===== src/rtl/uart_pkg.sv =====
// Shared UART definitions used by the transmitter and the receiver.
package uart_pkg;

  typedef enum logic [2:0] {
    IDLE,
    START,
    DATA,
    PAR,
    STOP
  } uart_state_e;

  localparam int PAR_NONE = 0;
  localparam int PAR_EVEN = 1;
  localparam int PAR_ODD  = 2;

  // Baud ticks per bit period
  localparam int OVERSAMPLE = 16;

  function automatic int max_int(input int a, input int b);
    return (a > b) ? a : b;
  endfunction

endpackage


===== src/rtl/uart_tx_fifo.sv =====
// UART transmitter fed by a first-word-fall-through TX FIFO.
// Frame: start bit, DBIT data bits LSB first, optional parity bit, stop interval.
// Bit timing counts s_tick pulses only, so it does not depend on clk-to-tick phase.
//
// state | meaning
// IDLE  | line high, waiting for a word in the FIFO
// START | line low for one bit period
// DATA  | shifting data bits out, LSB first
// PAR   | parity bit computed from the word taken at load
// STOP  | line high for SB_TICK ticks, then done pulse
module uart_tx_fifo
  import uart_pkg::*;
#(
  parameter int DBIT    = 8,
  parameter int SB_TICK = 16,
  parameter int PARITY  = PAR_NONE
) (
  input  logic            clk,
  input  logic            reset,
  input  logic            s_tick,
  input  logic            fifo_empty,
  input  logic [DBIT-1:0] fifo_rdata,
  output logic            fifo_rd,
  output logic            tx,
  output logic            tx_busy,
  output logic            tx_done_tick
);

  // Tick counter must hold SB_TICK-1 for long stop intervals (32 ticks -> 5 bits)
  localparam int SW = $clog2(max_int(OVERSAMPLE, SB_TICK));
  localparam int NW = $clog2(DBIT + 1);

  localparam logic [SW-1:0] S_BIT_LAST  = SW'(OVERSAMPLE - 1);
  localparam logic [SW-1:0] S_STOP_LAST = SW'(SB_TICK - 1);
  localparam logic [NW-1:0] N_LAST      = NW'(DBIT - 1);

  uart_state_e     state;
  logic [SW-1:0]   s;
  logic [NW-1:0]   n;
  logic [DBIT-1:0] shreg;
  logic            par_bit;
  logic            par_load;

  // Pop strobe: only in IDLE with a word available; held off while in reset
  assign fifo_rd = (state == IDLE) && !fifo_empty && !reset;

  // Parity of the head word, captured together with the word at load
  assign par_load = (PARITY == PAR_ODD) ? ~(^fifo_rdata) : (^fifo_rdata);

  // Frame sequencer; tx, tx_busy and tx_done_tick are all registered here
  always_ff @(posedge clk or posedge reset) begin
    if (reset) begin
      state        <= IDLE;
      s            <= '0;
      n            <= '0;
      shreg        <= '0;
      par_bit      <= 1'b0;
      tx           <= 1'b1;
      tx_busy      <= 1'b0;
      tx_done_tick <= 1'b0;
    end else begin
      tx_done_tick <= 1'b0;
      case (state)
        IDLE: begin
          tx      <= 1'b1;
          tx_busy <= 1'b0;
          if (!fifo_empty) begin
            shreg   <= fifo_rdata;
            par_bit <= par_load;
            s       <= '0;
            state   <= START;
            tx      <= 1'b0;
            tx_busy <= 1'b1;
          end
        end
        START: begin
          if (s_tick) begin
            if (s == S_BIT_LAST) begin
              s     <= '0;
              n     <= '0;
              state <= DATA;
              tx    <= shreg[0];
            end else begin
              s <= s + 1'b1;
            end
          end
        end
        DATA: begin
          if (s_tick) begin
            if (s == S_BIT_LAST) begin
              s     <= '0;
              shreg <= shreg >> 1;
              if (n == N_LAST) begin
                if (PARITY != PAR_NONE) begin
                  state <= PAR;
                  tx    <= par_bit;
                end else begin
                  state <= STOP;
                  tx    <= 1'b1;
                end
              end else begin
                n  <= n + 1'b1;
                tx <= shreg[1];
              end
            end else begin
              s <= s + 1'b1;
            end
          end
        end
        PAR: begin
          if (s_tick) begin
            if (s == S_BIT_LAST) begin
              s     <= '0;
              state <= STOP;
              tx    <= 1'b1;
            end else begin
              s <= s + 1'b1;
            end
          end
        end
        STOP: begin
          if (s_tick) begin
            if (s == S_STOP_LAST) begin
              s            <= '0;
              state        <= IDLE;
              tx           <= 1'b1;
              tx_busy      <= 1'b0;
              tx_done_tick <= 1'b1;
            end else begin
              s <= s + 1'b1;
            end
          end
        end
        default: begin
          state   <= IDLE;
          tx      <= 1'b1;
          tx_busy <= 1'b0;
        end
      endcase
    end
  end

endmodule

===== config.mk =====
export PLATFORM = sky130hd
export DESIGN_NAME = uart_tx_fifo
export DESIGN_NICKNAME = d
export VERILOG_FILES = /design/src/rtl/uart_pkg.sv /design/src/rtl/uart_tx_fifo.sv
export SDC_FILE = /design/constraint.sdc
export NUM_CORES = 1
export LEC_CHECK = 0
export ABC_AREA = 0
export BUFFER_PORTS_ARGS = -buffer_cell sky130_fd_sc_hd__buf_4
export CORE_ASPECT_RATIO = 0.5
export CORE_MARGIN = 5
export CORE_UTILIZATION = 49
export CTS_CLUSTER_DIAMETER = 150
export DETAILED_ROUTE_END_ITERATION = 12
export GPL_TIMING_DRIVEN = 0
export PLACE_DENSITY_LB_ADDON = 0.25
export SYNTH_ARGS = -nofsm -noshare
export SYNTH_HDL_FRONTEND = slang
export SYNTH_SLANG_ARGS = --single-unit

===== constraint.sdc =====
create_clock -name clk -period 1.9 [get_ports clk]
set_input_delay 0.19 -clock clk [delete_from_list [all_inputs] [get_ports clk]]
set_output_delay 0.19 -clock clk [all_outputs]
set_load 0.02 [all_outputs]

# Yosys cells after proc, flatten, opt, wreduce, memory -nomap -nowiden
# Index checks and enable logic that the tools add are counted.
classes:
  n_eq_ne: 20
  bitwise: 1
  addsub: 2
  n_mux: 41
  n_reduce_logical: 17
op_table:
  columns: ["cell", "n"]
  rows:
  - ["2-to-1 mux 4 bit", 8]
  - ["2-to-1 mux 3 bit", 10]
  - ["2-to-1 mux 8 bit", 3]
  - ["inequality test 2 bit, second input constant", 11]
  - ["one-hot mux 4 bit (2 select lines)", 2]
  - ["one-hot mux 8 bit (2 select lines)", 1]
  - ["one-hot mux 3 bit (5 select lines)", 1]
  - ["2-to-1 mux 1 bit", 14]
  - ["AND reduction 6 bit", 2]
  - ["AND reduction 10 bit", 1]
  - ["adder 4 x 1 -> 4 bit, second input constant", 2]
  - ["== test 3 x 2 -> 1 bit, second input constant", 2]
  - ["inequality test 2 x 1 -> 1 bit, second input constant", 3]
  - ["AND reduction 3 bit", 2]
  - ["nonzero test 2 bit", 3]
  - ["== test 4 x 3 -> 1 bit, second input constant", 1]
  - ["== test 4 bit, second input constant", 1]
  - ["one-hot mux 1 bit (4 select lines)", 1]
  - ["AND reduction 4 bit", 1]
  - ["OR reduction 4 bit", 1]
  - ["== test 3 x 1 -> 1 bit, second input constant", 1]
  - ["== test 3 bit, second input constant", 1]
  - ["zero test 3 bit", 1]
  - ["one-hot mux 1 bit (3 select lines)", 1]
  - ["other kinds (5)", 7]
totals:
  word_cells: 88
  out_inout_bits: 4
  regBits: 22

# Logic depth before layout (Yosys ltp)
logic_depth:
  depth_word: 5
  depth_mapped: 7
  mapped_depth_nobuf: 5

# Worst setup path before layout
# OpenSTA, ideal clock, no wires.
synth_timing:
  path_kind: "flip-flop to flip-flop"
  startpoint: "register s[0]"
  endpoint: "register shreg[0]"
  slack_ns: 0.046
  arrival_time_ns: 1.729
  stages_incl_launch_ff: 8
  t_required_ns: 1.775
  period_less_slack_ns: 1.854
  cell_sequence: "dfrtp_1 -> ha_1 -> and4_1 -> buf_6 -> a21oi_2 -> or3_1 -> buf_6 -> mux2_4"
synth_via:
  elab_chain_cells: 3
synth_rtl:
  columns: ["element", "line", "rtl"]
  rows:
  - ["start, declared", "uart_tx_fifo.sv:38", "logic [SW-1:0] s;"]
  - ["start signal, assigned", "uart_tx_fifo.sv:84", "s <= s + 1'b1;"]
  - ["start signal, assigned", "uart_tx_fifo.sv:106", "s <= s + 1'b1;"]
  - ["start signal, assigned", "uart_tx_fifo.sv:117", "s <= s + 1'b1;"]
  - ["== test 4 bit", "uart_tx_fifo.sv:90", "if (s == S_BIT_LAST) begin"]
  - ["inequality test 2 bit (no source line)", null, null]
  - ["AND reduction 4 bit (no source line)", null, null]
  - ["end signal, assigned", "uart_tx_fifo.sv:68", "shreg <= fifo_rdata;"]
  - ["end signal, assigned", "uart_tx_fifo.sv:92", "shreg <= shreg >> 1;"]
  - ["end, declared", "uart_tx_fifo.sv:40", "logic [DBIT-1:0] shreg;"]
# Every way passes these cells.
# A chain may end at the register's enable or synchronous reset.

# Worst setup path in the final report
layout_timing:
  startpoint: "register s[1]"
  endpoint: "register shreg[5]"
# Same word-level chain as after synthesis.

==> flow_summary_export.csv <==
group,metric,value,unit
run_status,status,"finished, final reports clean",
synthesis,synth.area.mux_share,14.34,%
synthesis,syn_inst,137,
pwr,power_density,1279,nW/um^2
route,drt_pass1_iterations,4,
synthesis,synthXorXnorAreaFrac,0.6475,%
timing,drv_slew,0,
floorplan,coreArea,2619,um^2
timing,hold_violations,0,
hold_path,hp-class,"in -> async",
placement,portBuffers,15,
worst_setup_path,r2r-start,"s[1]",
synthesis,yosysTopAreaCellShare,38.85,%
synthesis,synth_edf_count,0,
global_routing,antenna_found_initial,0,
cells_and_area,fillCellCount,229,
cts,cts-root-buf,"clkbuf_8",
cts,cts_max_level,1,
synthesis,syn_area_per_cell,9.873,um^2
route,wirelength,2822,um
floorplan,dieArea,3975,um^2
synthesis,synth_top_family_by_area,"compound AO/OA/AOI/OAI gates",
pwr,p_clk_share,16.2,%
worst_setup_path,cp.arrival,1990,ps
floorplan,ioPinCount,16,
floorplan,initial_utilization,51.65,%
cts,clockBufferDepth,2,
worst_setup_path,cp-end-kind,"flop",
timing,timing.final.crit_share,96.60,%
synthesis,synth_area,1353,um^2
route,drc,0,
cts,hold_buffers,0,
global_routing,grt_max_degree,23,
cts,tritoncts,"yes",
synthesis,synth_flop_cell,"dfrtp_1",
synthesis,seq_area_frac_synth,40.80,%
synthesis,synth-async-reset-ratio,100.0,%
timing,fmaxAchievable,544.8,MHz
cells_and_area,fin_util,62.97,%
global_routing,met1_usage,20.37,%
synthesis,synth_fp_nets,151,
synthesis,synth_most_common_cell,"dfrtp_1",
cells_and_area,seq_area,554.3,um^2
cells_and_area,syn_to_final_growth,21.92,%
timing,fin_skew,4.338,ps
pwr,seqPwrFrac,37.1,%
timing,relSlewSlack,45.12,%
worst_setup_path,critPathLaunchType,"flop",
cells_and_area,multi_input_area,738.2,um^2
worst_setup_path,critical_path_class,"reg -> reg",
timing,setup_viol,0,
pwr,irDropWorstVdd,591.7,uV
timing,tightest_slew,822.3,ps
timing,layout_min_cycle_time,1835,ps
worst_setup_path,r2r_end,"shreg[5]",
run,maxCapViolCount,0,
worst_setup_path,r2r_setup_slack,60,ps
cells_and_area,drive_above_1_share,34.36,%
global_routing,grt_busiest_layer,"met2",
synthesis,synth_common_cells,"21 x dfrtp_1, 12 x nor2_1, 9 x o21ai_0",
pwr,p_sw_share,34.76,%
global_routing,grt_usage,15.73,%
synthesis,synth-simple-area-share,16.56,%
route,vias,1141,
global_routing,met2_usage,26.33,%
pwr,power.total,2.110,mW
route,ant_nets,0,
pwr,comb_power_share,46.7,%
floorplan,die_x,84.30,um
synthesis,yosysUniqueCellTypes,44,
cts,clock_latency,270,ps
global_routing,gr-total-overflow,0,
cells_and_area,antenna-diode-count,0,
pwr,intPower,1.377,mW
route,detail_route.wl_per_cell,14.11,um
cts,cts_sinks,22,
global_routing,grt_pass1_wl,4774,um
pwr,p_leak,0.7305,nW
synthesis,yosys_register_bits,22,
floorplan,dieHeight,47.15,um
route,drt_iter0_markers,44,
worst_setup_path,cp_max_fo,8,
placement,gp_congestion,0.8901,
worst_setup_path,reg2reg_depth,7,
route,drt-vias-per-instance,5.705,
synthesis,synthAdderAreaFrac,1.850,%
worst_setup_path,required,2060,ps
global_routing,grt_pass1_vias,1024,
synthesis,synth_compound_area_share,19.70,%
cts,cts_buffers,3,
cells_and_area,layout.nets,178,
pwr,power_switching,0.7334,mW
synthesis,yosys_warnings,0,
placement,hpwlAfterDp,1936,um
global_routing,use_met3,3.678,%
synthesis,synth_area_leaders,"dfrtp_1 39%, mux2_4 7.8%, mux2_2 5.8%",
floorplan,std_cell_rows,13,
synthesis,synth_area_leader_cell,"dfrtp_1",
cts,clkSlewWorstSetupHoldPaths,80,ps
[layout by cell type (no fill, tap or decap), drive strengths merged, types with 4 or more instances in the layout]
cell    netlist  routed
mux2         14      14
a21oi         8       8
clkbuf        7       9
o21ai         9       9
inv           4       4
nor2         13      13
nand2         6       6
nand3         4       4
dfrtp        21      21
a31oi         4       4
buf           4      28
[power groups by stage]
stage | registers, mW | logic (mW) | clock network [mW]
finish | 0.783 | 0.985 | 0.342
global route | 0.806 | 1.09 | 0.362
CTS | 0.782 | 0.871 | 0.350
detailed placement | 0.782 | 0.821 | 0
global placement | 0.778 | 0.808 | 0
floorplan | 0.771 | 0.635 | 0
[flip-flops by register name (all words and copies together), names as in the netlist]
| signal | cells |
|---|---|
| tx | 1 |
| tx_busy | 1 |
| s | 4 |
| n | 4 |
| shreg | 8 |
| tx_done_tick | 1 |
| state | 3 |
[worst max-delay path, cell delays in order (launching register included)]
cell	delay, ps
dfrtp_1	400
ha_4	180
and4_1	190
buf_6	130
a21oi_2	50
or3_1	320
buf_6	160
mux2_4	290
[what timing repair did]
item / CTS / global route
buffers inserted: 1 / 8
gates resized for setup: 4 / 2
endpoints found under the setup margin: 9 / 9
cloned: 0 / 0
pin swaps: 0 / 2
[layout make-up]
cell class              instances  area share (%)
clock buffers                   4           3.338
repair buffers                 24           10.93
multi-input cells             100           44.76
inverters                       4          0.9105
plain buffers                   9           3.642
flip-flops and latches         22           33.61
well taps                      37           2.807
[per-layer routing]
layer | routed length (um) | vias to the layer above
li1 | - | 560
met1 | 1405 | 549
met2 | 1262 | 28
met4 | 44 | 0
met3 | 110 | 4
met5 | 0 | -
[kinds of logic after synthesis]
logic type               count (synthesis)
buffers and inverters                   15
AND/OR/NAND/NOR                         42
adder cells (fa/ha/maj)                  2
AO/OA/AOI/OAI                           40
multiplexers                            15
XOR/XNOR                                 1
flip-flops                              22
[worst max path at each step]
stage,startpoint,end,slack (ps)
4_1_cts,s[0],shreg[5],10
6_report,s[1],shreg[5],60
3_3_place_gp,s[0],shreg[6],-100
3_5_place_dp,s[0],shreg[5],-90
5_1_grt,s[0],shreg[6],-5
2_1_floorplan,s[0],shreg[0],50
[metrics by stage]
step                hold WS (ps)  setup WS, ps  TNS (ps)  std cells  area, um^2
global route               157.2        -5.089    -5.515        200        1649
CTS                        124.9         11.19         0        193        1587
floorplan                  178.5         45.76         0        137        1353
global placement           410.4        -98.59    -697.7        189        1511
detailed placement         416.3        -92.90    -634.6        189        1511
finish                     86.21         64.59         0        200        1649
Note: power is estimated with default switching activity, not from simulation.
